--- src/rtl/dot_arbiter.sv ---
// Round-robin issue arbiter and in-order return router that shares one
// FIFO-style dot unit between N_REQ requester pipelines.
module dot_arbiter #(
  parameter int N_REQ     = 2,
  parameter int TAG_DEPTH = 16
) (
  input  logic                                 clock,
  input  logic                                 reset,
  input  logic [N_REQ-1:0][2:0][31:0]          req_x,
  input  logic [N_REQ-1:0][2:0][31:0]          req_y,
  input  logic [N_REQ-1:0]                     req_empty,
  output logic [N_REQ-1:0]                     req_rd_en,
  output logic [2:0][31:0]                     dot_x,
  output logic [2:0][31:0]                     dot_y,
  output logic                                 dot_in_empty,
  input  logic                                 dot_in_rd_en,
  input  logic [31:0]                          dot_out,
  input  logic                                 dot_out_empty,
  output logic                                 dot_out_rd_en,
  output logic [31:0]                          rsp_data,
  output logic [N_REQ-1:0]                     rsp_wr_en,
  input  logic [N_REQ-1:0]                     rsp_full,
  output logic [$clog2(TAG_DEPTH):0]           outstanding
);

  localparam int TW = $clog2(N_REQ);
  localparam int AW = $clog2(TAG_DEPTH);
  localparam int CW = AW + 1;

  typedef enum logic {I_ARB, I_GRANT} istate_t;
  typedef enum logic {R_IDLE, R_WRITE} rstate_t;

  istate_t         r_ist, w_ist_nxt;
  rstate_t         r_rst, w_rst_nxt;
  logic [TW-1:0]   r_rr_ptr;
  logic [TW-1:0]   r_grant;
  logic [TW-1:0]   r_tag_mem [TAG_DEPTH];
  logic [AW-1:0]   r_wptr;
  logic [AW-1:0]   r_rptr;
  logic [CW-1:0]   r_count;

  logic            w_found;
  logic [TW-1:0]   w_pick;
  int              w_best;
  logic            w_full;
  logic            w_empty;
  logic            w_push;
  logic            w_pop;
  logic [TW-1:0]   w_head;
  logic            w_ret_ok;

  assign w_full  = (r_count == CW'(TAG_DEPTH));
  assign w_empty = (r_count == '0);
  assign w_push  = (r_ist == I_GRANT) && dot_in_rd_en;
  assign w_pop   = (r_rst == R_WRITE);
  assign w_head  = r_tag_mem[r_rptr];
  assign outstanding = r_count;

  // Smallest rotational distance from rr_ptr wins.
  always_comb begin
    w_found = 1'b0;
    w_pick  = '0;
    w_best  = N_REQ;
    for (int i = 0; i < N_REQ; i++) begin
      if (!req_empty[i] &&
          ((i + N_REQ - int'(r_rr_ptr)) % N_REQ) < w_best) begin
        w_found = 1'b1;
        w_pick  = TW'(i);
        w_best  = (i + N_REQ - int'(r_rr_ptr)) % N_REQ;
      end
    end
  end

  always_ff @(posedge clock or negedge reset) begin
    if (!reset) begin
      r_ist <= I_ARB;
    end else begin
      r_ist <= w_ist_nxt;
    end
  end

  always_comb begin
    w_ist_nxt = r_ist;
    unique case (r_ist)
      I_ARB:   if (w_found && !w_full) w_ist_nxt = I_GRANT;
      I_GRANT: if (dot_in_rd_en) w_ist_nxt = I_ARB;
      default: w_ist_nxt = I_ARB;
    endcase
  end

  always_comb begin
    req_rd_en    = '0;
    dot_in_empty = 1'b1;
    if (r_ist == I_GRANT) begin
      dot_in_empty       = 1'b0;
      req_rd_en[r_grant] = dot_in_rd_en;
    end
  end

  assign dot_x = req_x[r_grant];
  assign dot_y = req_y[r_grant];

  always_ff @(posedge clock or negedge reset) begin
    if (!reset) begin
      r_grant  <= '0;
      r_rr_ptr <= '0;
    end else begin
      if (r_ist == I_ARB && w_found && !w_full) begin
        r_grant <= w_pick;
      end
      if (w_push) begin
        r_rr_ptr <= (r_grant == TW'(N_REQ - 1)) ? '0 : r_grant + TW'(1);
      end
    end
  end

  always_ff @(posedge clock) begin
    if (w_push) begin
      r_tag_mem[r_wptr] <= r_grant;
    end
  end

  always_ff @(posedge clock or negedge reset) begin
    if (!reset) begin
      r_wptr  <= '0;
      r_rptr  <= '0;
      r_count <= '0;
    end else begin
      if (w_push) r_wptr <= r_wptr + AW'(1);
      if (w_pop)  r_rptr <= r_rptr + AW'(1);
      unique case ({w_push, w_pop})
        2'b10:   r_count <= r_count + CW'(1);
        2'b01:   r_count <= r_count - CW'(1);
        default: r_count <= r_count;
      endcase
    end
  end

  // Head-of-line: a full destination stalls every later return.
  assign w_ret_ok = !dot_out_empty && !w_empty && !rsp_full[w_head];

  always_ff @(posedge clock or negedge reset) begin
    if (!reset) begin
      r_rst <= R_IDLE;
    end else begin
      r_rst <= w_rst_nxt;
    end
  end

  always_comb begin
    w_rst_nxt = r_rst;
    unique case (r_rst)
      R_IDLE:  if (w_ret_ok) w_rst_nxt = R_WRITE;
      R_WRITE: w_rst_nxt = R_IDLE;
      default: w_rst_nxt = R_IDLE;
    endcase
  end

  always_comb begin
    dot_out_rd_en = 1'b0;
    rsp_data      = '0;
    rsp_wr_en     = '0;
    unique case (r_rst)
      R_IDLE: dot_out_rd_en = w_ret_ok;
      R_WRITE: begin
        rsp_data          = dot_out;
        rsp_wr_en[w_head] = 1'b1;
      end
      default: ;
    endcase
  end

endmodule
--- config.mk ---
export PLATFORM = sky130hd
export DESIGN_NAME = dot_arbiter
export DESIGN_NICKNAME = d
export VERILOG_FILES = /design/src/rtl/dot_arbiter.sv
export SDC_FILE = /design/constraint.sdc
export NUM_CORES = 1
export LEC_CHECK = 0
export CAP_MARGIN = 30
export CORE_AREA = 10 10 245 247
export DETAILED_ROUTE_END_ITERATION = 7
export DIE_AREA = 0 0 255 257
export PLACE_DENSITY_LB_ADDON = 0.15
export SETUP_SLACK_MARGIN = 0.4
export SLEW_MARGIN = 20
export SYNTH_ARGS = -nofsm -noshare
export SYNTH_HDL_FRONTEND = slang
export SYNTH_SLANG_ARGS = --single-unit
--- constraint.sdc ---
create_clock -name clock -period 7.1 [get_ports clock]
set_input_delay 1.775 -clock clock [delete_from_list [all_inputs] [get_ports clock]]
set_output_delay 1.775 -clock clock [all_outputs]
set_load 0.02 [all_outputs]
==> qor.yml <==
cts_root_buf: "clkbuf_16"
dr.pass1.iters: 4
grt_pass1_vias: 6392
finalHoldViolations: 0
drt_first_iter_violations: 183
portBuffers: 658
clock_path_buffers: 2
maxCapViolations: 0
setup_violations: 0
die_x_um: 255
rsz0062_at_grt: "no"
finalSetupTns_ns: 0
startpoint_type: "primary input"
netlist.area_leader.share_pct: 52.5
p_seq_share_pct: 12.3
drive_gt1_share_pct: 20.8
fmax_ghz: 0.191
cts.sinks: 33
drtAntennaViolNets: 0
cts_made_buffers: 5
ios: 659
path_class: "primary input to output port"
synth_cells: 384
drc: 0
ys_types: 38
yosysTopAreaCell: "mux2_2"
powerDensity_nw_per_um2: 292
vias_per_cell: 3.26
fin_nets: 1455
synth_area_leaders: "mux2_2 52%, edfxtp_1 11%, dfrtp_1 10%, and2_1 6.7%, ha_1 2.7%"
grt_pass1_wl_mm: 56.7
die-area_um2: 65500
worst_ep_arrival_time_ns: 3.46
p_leak_nw: 4.19
die_height_um: 257
synth_edf_count: 16
area_growth_syn_to_layout_pct: 182
rows: 86
finalCritPeriodShare_pct: 73.7
wl_per_cell_um: 25.1
p_int_mw: 1.88
overflow: 0
synthesis.area_um2: 4190
cts_resized: 0
antenna_found_initial: 19
synth_most_common_cell: "mux2_2"
dp_hpwl_mm: 39.6
tritoncts: "built"
fin_util_pct: 21.5
relSlewSlack_pct: 56.1
core-area_um2: 54900
switching_power_mw: 1.57
outcome: "completed"
period_needed_ns: 5.23
synthFlopType: "dfrtp_1"
grt_usage_pct: 12.6
clkPwrFrac_pct: 7.3
synth_commonest_cells: "195 x mux2_2, 45 x and2_1, 29 x clkbuf_1, 17 x dfrtp_1, 16 x edfxtp_1"
syn_nets: 817
ys_ff_latch: 33
worst_pin_slew_ns: 0.659
place_congestion: 0.872
hp-class: "flip-flop to flip-flop"
ys_warn_count: 0
grt_start_max_net_pins: 94
syn_area_per_cell_um2: 10.9
routed_wl_mm: 43.7
crit_fanout: 8
cp.required_ns: 5.33
slew_violations: 0
yosysSeqAreaShare_pct: 21.6
clk_pin_slew_ns: 0.06
skew_ns: 0.00580
vdd_drop_max_v: 0.000133
start_util_pct: 7.63
clock_latency_ns: 0.28
sw_frac_of_total_pct: 45.4
ctsHoldBuffers: 0
dr_total_vias: 5680
synthArstFlopShare_pct: 51.5
cts_max_level: 2
worst_setup_path_end_kind: "output port"
combPwrFrac_pct: 80.4
postCtsSetupBuffers: 0
metal layers:
metal	GRT usage (%)	up-vias	part of all wire [%]
met5	0	-	0
met4	3.69	0	0.96
met3	5.68	26	11
met2	23.0	335	53
met1	12.4	2615	35
li1	-	2704	-
worst max-delay path: stages:
cell,delay (ns)
clkdlybuf4s50_1,0.55
nand2_1,0.25
nor2_1,0.23
clkdlybuf4s50_1,0.65
stage by stage:
| step | cells | worst slack (ns) | hold WS [ns] | power, mW | instance area (µm²) |
|---|---|---|---|---|---|
| detailed placement | 1718 | 1.82 | 0.467 | 3.25 | 11600 |
| CTS | 1726 | 1.81 | 0.480 | 3.53 | 11800 |
| floorplan | 384 | 3.00 | 0.451 | 1.82 | 4190 |
| global route | 1735 | 1.69 | 0.515 | 3.65 | 11800 |
| global placement | 1718 | 1.87 | 0.479 | 3.28 | 11600 |
| finish | 1741 | 1.87 | 0.481 | 3.44 | 11800 |
layout make-up:
type | count | area (µm²)
fill | 6022 | 43100
timing repair buffer | 661 | 6640
multi-input combinational | 314 | 3130
sequential | 33 | 911
tap | 704 | 881
clock buffer | 5 | 125
clock inverter | 3 | 46.3
antenna | 14 | 35.0
inverter | 7 | 26.3
flip-flops by register name, indices dropped and copies added, names as in the netlist:
name         cells
r_grant          1
r_tag_mem       16
r_rst            1
outstanding      5
r_ist            1
r_rr_ptr         1
r_wptr           4
r_rptr           4
layout by cell type, fill, tap and decap left out, types with 2 or more instances in the layout:
cell type	instances
clkdlybuf4s50_1	658
mux2_2	195
and2_1	45
edfxtp_1	16
dfrtp_1	15
diode_2	14
ha_1	9
xnor2_1	8
inv_1	7
nor2_1	6
and3_1	6
clkbuf_16	5
o21ai_0	4
xor2_1	3
mux4_1	3
nand2_1	3
a21o_1	3
mux4_2	2
nor3b_1	2
nor2b_1	2
nand3_1	2
nor4b_1	2
nand2b_1	2
a21oi_1	2
buf_12	2
final timing paths:
path | startpoint | end | slack, ns | cells past startpoint
worst max register to register | r_rst | outstanding[4] | 4.30 | 7
max in group asynchronous | reset | r_grant | 4.94 | 2
worst min-delay path | r_rr_ptr | r_rr_ptr | 0.48 | 1
worst max-delay path | dot_in_rd_en | req_rd_en[0] | 1.87 | 4
min in group asynchronous | reset | r_rptr[3] | 1.75 | 1
worst min register to register | r_rr_ptr | r_rr_ptr | 0.48 | 1
kinds of logic (layout without fill, tap and decap cells):
group | after synthesis | in the layout | share of synthesized area, %
xor+xnor | 11 | 11 | 2.30
buf+inv | 37 | 676 | 3.50
simple gates | 78 | 78 | 11.7
other cells | 0 | 14 | 0
flops | 33 | 33 | 21.6
mux | 201 | 201 | 55.8
fa+ha+maj | 9 | 9 | 2.69
compound gates | 15 | 15 | 2.36
power by group through the flow:
| stage | Combinational, mW | Clock (mW) | Sequential, mW |
|---|---|---|---|
| after CTS | 2.83 | 0.264 | 0.434 |
| after global routing | 2.94 | 0.269 | 0.449 |
| after floorplan | 1.47 | 0 | 0.346 |
| after detailed placement | 2.81 | 0 | 0.436 |
| after global placement | 2.84 | 0 | 0.440 |
| final | 2.77 | 0.251 | 0.423 |
(Power assumes the default switching activity.)
